### src/rtl/i2d_pctl.sv
// Pipeline control for the I2D core: load-use interlock, branch flush,
// exception vectoring and the multi-cycle MUL/DIV wait with timeout.
module i2d_pctl (
    input  logic       clk,
    input  logic       rst,
    input  logic [5:0] id_rf_ra,
    input  logic [5:0] id_rf_rb,
    input  logic       id_rf_r,
    input  logic       ex_load,
    input  logic [5:0] ex_rd,
    input  logic       ex_br_taken,
    input  logic       id_swi,
    input  logic       id_err,
    input  logic       md_start,
    input  logic       md_done,
    output logic       if_stall,
    output logic       id_dis,
    output logic       flush,
    output logic [1:0] pc_sel,
    output logic [1:0] exc_cause,
    output logic       md_busy
);

    typedef enum logic [1:0] {
        RUN     = 2'd0,
        MD_WAIT = 2'd1,
        EXC     = 2'd2,
        FLUSH   = 2'd3
    } state_t;

    localparam logic [5:0] MD_TIMEOUT = 6'd32;

    localparam logic [1:0] PC_SEQ    = 2'b00;
    localparam logic [1:0] PC_BRANCH = 2'b01;
    localparam logic [1:0] PC_VECTOR = 2'b10;

    localparam logic [1:0] CAUSE_SWI     = 2'd1;
    localparam logic [1:0] CAUSE_ILLEGAL = 2'd2;
    localparam logic [1:0] CAUSE_TIMEOUT = 2'd3;

    state_t     state_q, state_d;
    logic [5:0] md_cnt_q, md_cnt_d;
    logic [1:0] cause_q, cause_d;

    logic       load_use;
    logic       if_stall_c, id_dis_c, flush_c, md_busy_c;
    logic [1:0] pc_sel_c;

    assign load_use = ex_load & id_rf_r & (ex_rd != '0) &
                      ((ex_rd == id_rf_ra) | (ex_rd == id_rf_rb));

    always_ff @(posedge clk or negedge rst) begin
        if (!rst) begin
            state_q  <= RUN;
            md_cnt_q <= '0;
            cause_q  <= '0;
        end else begin
            state_q  <= state_d;
            md_cnt_q <= md_cnt_d;
            cause_q  <= cause_d;
        end
    end

    always_comb begin
        state_d    = state_q;
        md_cnt_d   = md_cnt_q;
        cause_d    = cause_q;
        if_stall_c = 1'b0;
        id_dis_c   = 1'b0;
        flush_c    = 1'b0;
        md_busy_c  = 1'b0;
        pc_sel_c   = PC_SEQ;

        unique case (state_q)
            RUN: begin
                if (id_swi | id_err) begin
                    state_d = EXC;
                    cause_d = id_err ? CAUSE_ILLEGAL : CAUSE_SWI;
                end else if (ex_br_taken) begin
                    pc_sel_c = PC_BRANCH;
                    state_d  = FLUSH;
                end else if (md_start) begin
                    state_d  = MD_WAIT;
                    md_cnt_d = '0;
                end else if (load_use) begin
                    if_stall_c = 1'b1;
                    id_dis_c   = 1'b1;
                end
            end
            MD_WAIT: begin
                if_stall_c = 1'b1;
                id_dis_c   = 1'b1;
                md_busy_c  = 1'b1;
                md_cnt_d   = md_cnt_q + 6'd1;
                // a result arriving on the timeout cycle still counts as done
                if (md_done) begin
                    state_d = RUN;
                end else if (md_cnt_q == MD_TIMEOUT) begin
                    state_d = EXC;
                    cause_d = CAUSE_TIMEOUT;
                end
            end
            EXC: begin
                pc_sel_c = PC_VECTOR;
                flush_c  = 1'b1;
                id_dis_c = 1'b1;
                state_d  = FLUSH;
            end
            FLUSH: begin
                flush_c  = 1'b1;
                id_dis_c = 1'b1;
                state_d  = RUN;
            end
            default: state_d = RUN;
        endcase
    end

    // Outputs are forced low while reset is held, independent of the inputs.
    assign if_stall  = rst & if_stall_c;
    assign id_dis    = rst & id_dis_c;
    assign flush     = rst & flush_c;
    assign md_busy   = rst & md_busy_c;
    assign pc_sel    = rst ? pc_sel_c : PC_SEQ;
    assign exc_cause = cause_q;

endmodule
### config.mk
export PLATFORM = sky130hd
export DESIGN_NAME = i2d_pctl
export DESIGN_NICKNAME = d
export VERILOG_FILES = /design/src/rtl/i2d_pctl.sv
export SDC_FILE = /design/constraint.sdc
export NUM_CORES = 1
export LEC_CHECK = 0
export CAP_MARGIN = 10
export CELL_PAD_IN_SITES_DETAIL_PLACEMENT = 1
export CELL_PAD_IN_SITES_GLOBAL_PLACEMENT = 2
export CORE_MARGIN = 3
export CORE_UTILIZATION = 24
export DETAILED_ROUTE_END_ITERATION = 8
export PLACE_DENSITY = 0.9
export SETUP_SLACK_MARGIN = 0.2
export SLEW_MARGIN = 20
export SYNTH_ARGS = -nofsm -noshare
export SYNTH_HDL_FRONTEND = slang
export SYNTH_SLANG_ARGS = --single-unit
### constraint.sdc
create_clock -name clk -period 3.6 [get_ports clk]
set_clock_uncertainty 0.1 [all_clocks]
set_input_delay 1.08 -clock clk [delete_from_list [all_inputs] [get_ports clk]]
set_output_delay 1.08 -clock clk [all_outputs]
set_load 0.02 [all_outputs]
; Word-level counts from Yosys, hierarchy flattened
; Index checks and enable logic that the tools add are counted.
[classes]
magnitude_cmp = 0
mux = 27
n_reduce_logical = 8
n_eq_ne = 14
n_div = 0
bitwise_logic = 9
n_shift = 0
n_addsub = 1
n_mul = 0
[op_table]
columns = cell, count
row1 = $mux W2, 10
row2 = $mux W6, 3
row3 = $eq A6 B6 Y1, 2
row4 = $ne A2 B2 Y1 const B, 6
row5 = $pmux W6 S2, 1
row6 = $mux W1, 8
row7 = $pmux W2 S2, 2
row8 = $pmux W2 S4, 1
row9 = $reduce_and A4 Y1, 2
row10 = $and A1 B1 Y1, 7
row11 = $add A6 B1 Y6 const B, 1
row12 = $eq A6 B6 Y1 const B, 1
row13 = $reduce_bool A6 Y1, 1
row14 = $eq A2 B2 Y1 const B, 2
row15 = $ne A4 B4 Y1 const B, 1
row16 = $pmux W1 S2, 2
row17 = $ne A3 B3 Y1 const B, 1
row18 = $reduce_or A3 Y1, 1
row19 = $eq A2 B1 Y1 const B, 1
row20 = $logic_not A2 Y1, 1
row21 = $or A1 B1 Y1, 2
row22 = $reduce_and A2 Y1, 1
row23 = $reduce_bool A2 Y1, 1
row24 = $reduce_or A2 Y1, 1
[totals]
n_memories = 0
wordCells = 62
ramBits = 0
register_bits = 10
mem_bits_ro = 0
latchBits = 0

; Logic depth before layout (Yosys ltp)
; Gate-level depths: netlist of the first run.
[logic_depth]
ltp_word = 9
depth_mapped = 6
ltp_nobuf = 6

; Least setup slack after synthesis of the first run
; Ideal clock, no wire load.
[synth_path]
path_kind = input port to output port
from = input port ex_rd[2]
to = output port if_stall
path_buffers = 0
required_time_ns = 2.420
path_stages = 4
arrival_ns = 2.194
slack_ns = 0.226
path_cell_list = xor2_1 nor4_1 a22oi_1 o31ai_1
[synth_via]
elab_chain_cells = 9
[synth_lines]
columns = element, line
row1 = from (decl), 10  ; input logic [5:0] ex_rd,
row2 = $eq A6 B6 Y1 / $reduce_bool A6 Y1 (equally long branches), "50, 49"
row3 = $or A1 B1 Y1 / $and A1 B1 Y1 (equally long branches), "50, 49"
row4 = $and A1 B1 Y1 *, 49  ; assign load_use = ex_load & id_rf_r & (ex_rd != '0) &
row5 = $mux W1 *, 85  ; end else if (load_use) begin
row6 = $mux W1 *, 82  ; end else if (md_start) begin
row7 = $mux W1 *, 79  ; end else if (ex_br_taken) begin
row8 = $mux W1 *, 76  ; if (id_swi | id_err) begin
row9 = $pmux W1 S2 *, 74  ; unique case (state_q)
row10 = $and A1 B1 Y1 *, 119  ; assign if_stall = rst & if_stall_c;
row11 = to (decl), 16  ; output logic if_stall,
; Every way passes the cells marked *; elsewhere a longest branch is shown, timed or not.

; Worst setup path in the final report of the first run
[layout_path]
from = input port id_rf_ra[2]
to = output port if_stall
[layout_via]
elab_chain_cells = 9
[layout_lines]
columns = element, line
row1 = from (decl), 6  ; input logic [5:0] id_rf_ra,
row2 = $eq A6 B6 Y1, 50  ; ((ex_rd == id_rf_ra) | (ex_rd == id_rf_rb));
row3 = $or A1 B1 Y1, 50
row4 = $and A1 B1 Y1, 49
row5 = $mux W1, 85
row6 = $mux W1, 82
row7 = $mux W1, 79
row8 = $mux W1, 76
row9 = $pmux W1 S2, 74
row10 = $and A1 B1 Y1, 119
; No other way between the ends.

==> flow_summary.toml, run 1 <==
[status]
status = "finished clean"

[final_layout]
nets = 164
antenna_cells = 0
nFillCells = 348
area_growth_pct = 67.2
drive_above_1_share_pct = 30.6
stdcell_count = 176

[clock_tree]
htreeDepth = 1
clock_sinks = 10
tritoncts = "done"
numCtsBuffers = 3
path_clk_slew_ns = 0.06
cts_hold_repair.buffers = 0
cts_buffer_depth = 2
insertion_delay_ns = 0.26
clk_root_buffer_cell = "clkbuf_4"

[grt]
track_usage_pct = 13.5
antenna_found_initial = 0
gr-total-overflow = 0
grt_max_degree = 15
grt_pass1_wl_um = 4280
grt_pass1_vias = 905

[placed_design]
gp_congestion = 0.779
dp_cells = 171
port_buffers = 34
place_ws_ns = -0.809
hpwl_um = 2070

[synth]
synthArstFlopShare_pct = 100
synth_seq_cells = 10
yosys.area.top_type_share_pct = 33.0
synth_edf_count = 0
synth_nets = 117
ys_types = 28
synth_top_area_cell = "dfrtp_1"
yosys_warnings = 0
synth_seq_area_share_pct = 33.0
synth_area_um2 = 758
ys_top_cells_by_area = "dfrtp_1 33%, xor2_1 18%, nor2_1 6.4%"
syn_inst = 88
synth_area_per_cell_um2 = 8.62
synthFlopType = "dfrtp_1"

[power_and_ir_drop]
clkPwrFrac_pct = 14.5
p_int_mw = 0.391
p_total_mw = 0.679
p_sw_mw = 0.288
peakVddDrop_v = 0.000297
p_leak_nw = 0.599
pwr-share-seq_pct = 35.9
power.density_mw_per_mm2 = 536
pwr-share-comb_pct = 49.7
switching_share_pct = 42.4

[die]
initial_utilization_pct = 26.4
core_mm2 = 0.00288
io-pin-count = 35
dieArea_mm2 = 0.00387
fp.dieW_um = 62.2
rows = 19
die_y_um = 62.2

[sta]
fin_crit_sh_pct = 95.8
slew_violations = 0
worstMarginPinSlew_ns = 0.356
max_slew_margin_pct = 76.1
fmax_mhz = 290
rsz0062_at_grt = "true"
hold_slack_ns = 0.454
setup_viol = 0
worst_slack_ns = 0.150
period_needed_ns = 3.45
hold_viol_final = 0

[worst_setup_path]
crit_required_ns = 2.42
cp_top_family = "compound AO/OA/AOI/OAI gates"
cp_slowest_cell = "nor4_2"
endpoint_kind = "output port"
startpoint_type = "primary input"
r2r_cells = 4
r2r-start = "md_cnt_q[3]$_DFFE_PN0P_"
rrSetupSlack_ns = 2.01
path_cells = "buf_6, xor2_2, nor4_2, a22oi_2, o31ai_1, buf_2"
r2r-end = "exc_cause[1]$_DFFE_PN0P_"
critical_path_buf_inv_count = 2
cp.arrival_ns = 2.27
startpoint = "id_rf_ra[2]"
worst-path-max-fanout = 2
cp_slowest_stage_delay_ns = 0.35
critPathKind = "in2out"

[routing]
dr.pass1.iters = 2
wirelength_um = 2490
viasPerCell = 4.58
dr_total_vias = 806
drc_errors = 0
drt_iter0_markers = 12
antenna_left = 0
post_drt_wl_per_cell_um = 14.1

[hold_path]
worstHoldEndpoint = "md_cnt_q[5]$_DFFE_PN0P_"
whs_path_depth = 2
hp-class = "reg2reg"
holdCritStartpoint = "md_cnt_q[5]$_DFFE_PN0P_"

[run]
cap_violations = 0
## repair_timing
| action | in CTS | in global routing |
|---|---|---|
| pin swaps | 17 | 12 |
| setup endpoints to repair | 6 | 3 |
| gates cloned | 0 | 0 |
| gates resized for setup | 78 | 17 |
| buffers inserted | 1 | 0 |
## synth_stat cells, types with 2 or more instances
master,n
xor2_1,16
nor2_1,13
dfrtp_1,10
nand2_1,7
inv_1,5
a21oi_1,4
o21ai_0,4
o31ai_1,3
a22oi_1,2
and3_1,2
ha_1,2
nand4_1,2
nor2b_1,2
nor4_1,2
## how the worst max path moves through the flow
stage	endpoint	cells after the start	slack, ns
6_report	if_stall	6	0.15
5_1_grt	if_stall	6	0.07
4_1_cts	if_stall	5	0.12
3_5_place_dp	if_stall	6	-0.81
3_3_place_gp	if_stall	6	-0.63
2_1_floorplan	if_stall	4	0.23
## area by class of cell
class / instances / area, um2 / area share (%)
Inverter: 5 / 18.8 / 1.48
Clock buffer: 4 / 36.3 / 2.86
Multi-Input combinational cell: 70 / 526 / 41.5
Timing Repair Buffer: 45 / 384 / 30.3
Sequential cell: 10 / 250 / 19.7
Tap cell: 42 / 52.6 / 4.15
## routing by layer
| layer | up-vias | global-route usage, % | share of wire [%] |
|---|---|---|---|
| li1 | 395 | - | - |
| met1 | 400 | 15.3 | 41 |
| met2 | 11 | 25.7 | 56 |
| met4 | 0 | 2.21 | 0 |
| met5 | - | 0 | 0 |
| met3 | 0 | 3.06 | 2.2 |
## per-stage QoR
stage          cell area, um2  setup TNS, ns  utilization (%)
6_report                 1270              0             44.1
5_1_grt                  1270              0             44.1
4_1_cts                  1250              0             43.6
3_5_place_dp             1210          -2.58             42.1
3_3_place_gp             1210          -2.26             42.1
2_1_floorplan             758              0                -
## cell families after synthesis
kind of cell	after synthesis	share of synthesized area [%]
AOI/OAI and AO/OA	16	14.7
xor gates and xnor gates	16	18.5
adders and majority gates	2	3.30
buffers and inverters	8	4.62
DFF	10	33.0
and+or+nand+nor	36	25.9
## registers in the layout, summed over array words and instances (netlist names)
register   cells
exc_cause      2
state_q        2
md_cnt_q       6
## worst min-delay path: cells and delay by family, from the launching register on
| family | cells | cell delay (ns) |
|---|---|---|
| XOR/XNOR | 1 | 0.07 |
| flip-flops | 1 | 0.36 |
| AND/OR/NAND/NOR | 1 | 0.08 |
## power groups by stage
stage | Combinational [mW] | Sequential (mW) | Clock (mW)
6_report | 0.337 | 0.244 | 0.0982
5_1_grt | 0.381 | 0.255 | 0.110
4_1_cts | 0.341 | 0.244 | 0.103
3_5_place_dp | 0.351 | 0.243 | 0
3_3_place_gp | 0.336 | 0.240 | 0
2_1_floorplan | 0.209 | 0.228 | 0
## cells in the final DEF, fill, tap and decap left out, types with 3 or more instances in the layout
cell type	n
nor2_1	13
buf_6	5
dlygate4sd2_1	11
buf_4	10
xor2_1	14
nand2_1	7
clkdlybuf4s50_1	3
dfrtp_1	10
buf_2	6
clkbuf_2	3
o31ai_1	3
o21ai_0	4
clkdlybuf4s15_1	3
clkbuf_4	3
inv_1	5
a21oi_1	4
Power figures use the tool's default switching activity.
==> inputs of run 2 (changes only) <==
--- a/config.mk
+++ b/config.mk
@@ -10,6 +10,7 @@
 export CELL_PAD_IN_SITES_GLOBAL_PLACEMENT = 2
 export CORE_MARGIN = 3
 export CORE_UTILIZATION = 24
+export CTS_CLUSTER_DIAMETER = 40
 export DETAILED_ROUTE_END_ITERATION = 8
 export PLACE_DENSITY = 0.9
 export SETUP_SLACK_MARGIN = 0.2
==> results of run 2 <==
No change in the layout: final DEF, timing and power equal those of run 1.
==> inputs of run 3 (changes only) <==
--- a/config.mk
+++ b/config.mk
@@ -12,6 +12,8 @@
 export CORE_UTILIZATION = 24
 export CTS_CLUSTER_DIAMETER = 40
 export DETAILED_ROUTE_END_ITERATION = 8
+export GPL_ROUTABILITY_DRIVEN = 0
+export HOLD_SLACK_MARGIN = 0.03
 export PLACE_DENSITY = 0.9
 export SETUP_SLACK_MARGIN = 0.2
 export SLEW_MARGIN = 20
==> results of run 3 <==
No change in the layout: final DEF, timing and power equal those of run 1.
